`src/rtl/mem_stage_pkg.sv`:
```
// Shared widths, load-FSM state encoding and the execute-to-memory bus layout
// for the memory-access stage.
package mem_stage_pkg;

  localparam int ES_TO_MS_BUS_WD = 135;
  localparam int MS_TO_WS_BUS_WD = 134;
  localparam int MS_FWD_BUS_WD   = 71;

  typedef enum logic [1:0] {
    MS_IDLE = 2'd0,
    MS_WAIT = 2'd1,
    MS_HOLD = 2'd2
  } ms_state_e;

  typedef struct packed {
    logic        res_from_mem;
    logic        gr_we;
    logic [4:0]  dest;
    logic [63:0] alu_result;
    logic [63:0] pc;
  } es_to_ms_t;

endpackage

```
`src/rtl/mem_stage_load_buf.sv`:
```
// Load response tracker: waits for the data SRAM response and holds it while
// write-back is stalled, so a response is never dropped.
module mem_load_buf
  import mem_stage_pkg::*;
(
  input  logic        clk,
  input  logic        resetn,
  input  logic        accept_load,
  input  logic        fire,
  input  logic        rvalid,
  input  logic [63:0] rdata,
  output logic        data_ok,
  output logic [63:0] load_data
);

  ms_state_e   state;
  logic [63:0] rdata_r;

  // A response seen outside WAIT is a protocol error and simply ignored.
  always_ff @(posedge clk or negedge resetn) begin
    if (!resetn) begin
      state   <= MS_IDLE;
      rdata_r <= '0;
    end else begin
      case (state)
        MS_IDLE: begin
          if (accept_load) state <= MS_WAIT;
        end
        MS_WAIT: begin
          if (rvalid) begin
            if (fire) begin
              state <= accept_load ? MS_WAIT : MS_IDLE;
            end else begin
              rdata_r <= rdata;
              state   <= MS_HOLD;
            end
          end
        end
        MS_HOLD: begin
          if (fire) state <= accept_load ? MS_WAIT : MS_IDLE;
        end
        default: state <= MS_IDLE;
      endcase
    end
  end

  assign data_ok   = (state == MS_HOLD) || ((state == MS_WAIT) && rvalid);
  assign load_data = (state == MS_HOLD) ? rdata_r : rdata;

endmodule

```
`src/rtl/mem_stage.sv`:
```
// Memory-access stage: pipeline register, valid/allowin handshake, load result
// selection and the write-back / forwarding bus packing.
module mem_stage
  import mem_stage_pkg::*;
(
  input  logic                       clk,
  input  logic                       resetn,
  input  logic                       ws_allowin,
  output logic                       ms_allowin,
  input  logic                       es_to_ms_valid,
  input  logic [ES_TO_MS_BUS_WD-1:0] es_to_ms_bus,
  output logic                       ms_to_ws_valid,
  output logic [MS_TO_WS_BUS_WD-1:0] ms_to_ws_bus,
  input  logic                       data_sram_rvalid,
  input  logic [63:0]                data_sram_rdata,
  output logic [MS_FWD_BUS_WD-1:0]   ms_fwd_bus
);

  es_to_ms_t   es_in;
  es_to_ms_t   es_to_ms_bus_r;
  logic        ms_valid;
  logic        ms_ready_go;
  logic        accept;
  logic        accept_load;
  logic        fire;
  logic        data_ok;
  logic [63:0] load_data;
  logic [63:0] final_result;
  logic        fwd_valid;

  assign es_in       = es_to_ms_bus;
  assign accept      = es_to_ms_valid && ms_allowin;
  assign accept_load = accept && es_in.res_from_mem;
  assign fire        = ms_to_ws_valid && ws_allowin;

  // Stage input register
  always_ff @(posedge clk or negedge resetn) begin
    if (!resetn) begin
      ms_valid       <= 1'b0;
      es_to_ms_bus_r <= '0;
    end else begin
      if (ms_allowin) ms_valid <= es_to_ms_valid;
      if (accept)     es_to_ms_bus_r <= es_in;
    end
  end

  // Gating with ms_valid keeps a stray response on an empty stage out of the FSM.
  mem_load_buf u_load_buf (
    .clk         (clk),
    .resetn      (resetn),
    .accept_load (accept_load),
    .fire        (fire),
    .rvalid      (data_sram_rvalid && ms_valid),
    .rdata       (data_sram_rdata),
    .data_ok     (data_ok),
    .load_data   (load_data)
  );

  assign ms_ready_go    = !es_to_ms_bus_r.res_from_mem || data_ok;
  assign ms_allowin     = !ms_valid || (ms_ready_go && ws_allowin);
  assign ms_to_ws_valid = ms_valid && ms_ready_go;

  assign final_result = es_to_ms_bus_r.res_from_mem ? load_data : es_to_ms_bus_r.alu_result;

  assign ms_to_ws_bus = {es_to_ms_bus_r.gr_we, es_to_ms_bus_r.dest,
                         final_result, es_to_ms_bus_r.pc};

  assign fwd_valid  = ms_valid && es_to_ms_bus_r.gr_we && (es_to_ms_bus_r.dest != 5'd0);
  assign ms_fwd_bus = {fwd_valid, ms_ready_go, es_to_ms_bus_r.dest, final_result};

endmodule

```
`config.mk`:
```
export PLATFORM = sky130hd
export DESIGN_NAME = mem_stage
export DESIGN_NICKNAME = d
export VERILOG_FILES = /design/src/rtl/mem_stage_pkg.sv /design/src/rtl/mem_stage_load_buf.sv /design/src/rtl/mem_stage.sv
export SDC_FILE = /design/constraint.sdc
export NUM_CORES = 1
export LEC_CHECK = 0
export ABC_AREA = 1
export CAP_MARGIN = 20
export CORE_MARGIN = 5
export CORE_UTILIZATION = 40
export CTS_CLUSTER_SIZE = 10
export DETAILED_ROUTE_END_ITERATION = 8
export HOLD_SLACK_MARGIN = 0.05
export PLACE_DENSITY = 0.84
export SLEW_MARGIN = 20
export SYNTH_ARGS = -nofsm -noshare
export SYNTH_HDL_FRONTEND = slang
export SYNTH_SLANG_ARGS = --single-unit
```
`constraint.sdc`:
```
create_clock -name clk -period 2.1 [get_ports clk]
set_input_delay 0.42 -clock clk [delete_from_list [all_inputs] [get_ports clk]]
set_output_delay 0.42 -clock clk [all_outputs]
set_load 0.01 [all_outputs]
```
==> impl_metrics.ini <==
[outcome]
outcome = finished with violations
violations = setup timing

[placed_design]
placed_area_um2 = 13960
hpwl_um = 23630
place.gp.congestion = 0.8955
dp_cells = 1773
numPortBuffers = 410

[power]
powerDensity_nw_per_um2 = 1633
finalPower_uw = 25280
irDropWorstVdd_mv = 1.206
p_leak_uw = 0.007389

[timing]
worst_pin_slew_ns = 0.4116
hold_slack_ns = 0.3863
period_needed_ns = 2.456
min_period_over_period_pct = 117.0
slew_viol_final = 0
maxSlewHeadroom_pct = 72.56
rsz0062_at_grt = yes
hold_viol = 0
fin_ws_ns = -0.3560
setup_viol = 131
skew_ns = 0.01450
fmaxAchievable_mhz = 407.2

[clock_tree]
cts_tree = yes
clock_sinks = 202
insertion_delay_ns = 0.51
clk_path_buf_depth = 3
root_buffer = clkbuf_16
cts.clk_slew.worst_paths_ns = 0.06
cts.htree.levels = 1
cts-buffers-inserted = 24

[synthesis]
yosys_register_bits = 202
yosysWarnings = 0
yosysSeqAreaShare_pct = 50.61
synth_area_um2 = 9987
synthCells = 1166
synth.distinct_cells = 21
syn_avg_cell_area_um2 = 8.565
syn-num-nets = 1370

[floorplanning]
core_um2 = 24460
initial_utilization_pct = 40.83
die_h_um = 168.0
rows = 57
die-area_um2 = 28230
die_x_um = 168.0
pin_count = 411

[finish]
final_common_cell = nand2_1
mostFrequentLayoutCells = nand2_1, clkdlybuf4s50_1, dfrtp_1
fillCellCount = 1819
final_nets = 1717
antenna_cells = 0
syn_to_final_growth_pct = 54.97
fin_cells = 1841
stdcell_area_um2 = 15480
drive_above_1_share_pct = 26.37

[worst_setup_path]
cpMostUsedCell = buf_12
cp_num_buf_inv = 5
cp-start-kind = register
required_ns = 1.68
max_stage_delay_ns = 0.37
crit_family = buffers and inverters
critical_path_class = reg -> out
path_max_fanout = 9
path_cells = inv_2 > nor2_4 > buf_12 > buf_12 > buf_8 > o21ai_0 > o21ai_1 > buf_2
cp-end-kind = output pin
cp_slowest_cell = dfrtp_1
worstPathArrival_ns = 2.04

[min_path]
holdCritPathClass = in -> async

[detailed_routing]
routed_wirelength_um = 36570
ant_nets = 0
detail_route.wl_per_cell_um = 19.86
dr.pass1.iters = 6
vias_per_cell = 5.150
drt-initial-drc-count = 782
drc = 0
vias = 9482

[grt]
met3_usage_pct = 5.815
grt_max_degree = 73
antenna_found_initial = 0
grt_pass1_wl_um = 50580
grt.busiest_layer = met2
grt_pass1_vias = 9496
gr-total-overflow = 0
use_met2_pct = 38.94
grt_usage_pct = 21.92
met1_usage_pct = 25.55

[flow_run]
maxCapViolations = 0
[Yosys cell counts]
cell type	n	area share (%)
nand2_1	477	18
dfrtp_1	202	51
buf_4	148	11
o21ai_0	130	6.5
nor2_1	67	2.5
mux2_1	49	5.5
clkbuf_1	26	0.98
buf_2	23	1.2
mux2_2	15	1.7
buf_6	7	0.79
inv_1	5	0.19
nand2_2	4	0.25
inv_2	3	0.11
nand3_1	3	0.15
a21boi_0	1	0.075
a21oi_1	1	0.050
a21oi_2	1	0.088
clkinv_1	1	0.038
nor2_2	1	0.063
o311ai_0	1	0.088
or3_1	1	0.063
[per-stage QoR]
step           TNS (ns)  setup WS [ns]  utilization (%)
5_1_grt          -45.61        -0.4272            63.27
3_5_place_dp     -28.90        -0.2398            57.09
3_3_place_gp     -25.73        -0.2804            57.09
6_report         -35.43        -0.3560            63.27
2_1_floorplan         0        0.03634                -
4_1_cts          -60.19        -0.6445            59.78
[routing by layer]
| layer | vias to the layer above | wire, um | share of wire (%) |
|---|---|---|---|
| met3 | 110 | 3484 | 9.5 |
| met5 | - | 0 | 0 |
| met1 | 4592 | 13240 | 36 |
| met2 | 551 | 18350 | 50 |
| li1 | 4229 | - | - |
| met4 | 0 | 1497 | 4.1 |
[logic make-up after synthesis]
logic type             synth area share, %
AO/OA/AOI/OAI                        6.815
buffers and inverters                14.38
flip-flops                           50.61
multiplexers                         7.216
AND/OR/NAND/NOR                      20.97
[final timing paths]
| check | slack (ns) | endpoint | start | depth (start not counted) |
|---|---|---|---|---|
| max in group asynchronous | 1.00 | u_load_buf.rdata_r[63] | resetn | 3 |
| worst max-delay path | -0.36 | ms_to_ws_bus[110] | u_load_buf.state[1] | 8 |
| worst min register to register | 0.47 | ms_to_ws_bus[50] | ms_to_ws_bus[50] | 2 |
| worst max register to register | 0.09 | u_load_buf.rdata_r[10] | es_to_ms_bus_r[134] | 10 |
| min in group clk | 0.44 | es_to_ms_bus_r[106] | es_to_ms_bus[106] | 3 |
| worst min-delay path | 0.39 | es_to_ms_bus_r[87] | resetn | 2 |
[power by group]
| part | switching (uW) | internal [uW] |
|---|---|---|
| Clock | 1510 | 2170 |
| Sequential | 1320 | 5860 |
| Combinational | 7350 | 7070 |
[flip-flops by register name, indices dropped and copies added, names as in the netlist]
name / count
u_load_buf.rdata_r: 64
ms_valid: 1
ms_to_ws_bus: 65
es_to_ms_bus_r: 65
ms_fwd_bus: 5
u_load_buf.state: 2
[repair_timing]
item | in CTS | in global routing
hold buffers | 1 | 0
resized for setup | 207 | 545
pin swaps | 1 | 42
cloned | 0 | 11
setup endpoints to repair | 132 | 145
hold endpoints to repair | 25 | 0
buffers inserted | 0 | 45
[layout make-up]
type                            instances  area, um2  share of cell area, %
Timing Repair Buffer                  525       5177                  33.45
Sequential cell                       202       5056                  32.67
Multi-Input combinational cell        751       4103                  26.51
Clock buffer                           29      660.6                  4.268
Tap cell                              324      405.4                  2.619
Inverter                                9      70.07                 0.4527
Clock inverter                          1      5.005                0.03234
No activity file was read; power rests on OpenSTA's default activity.
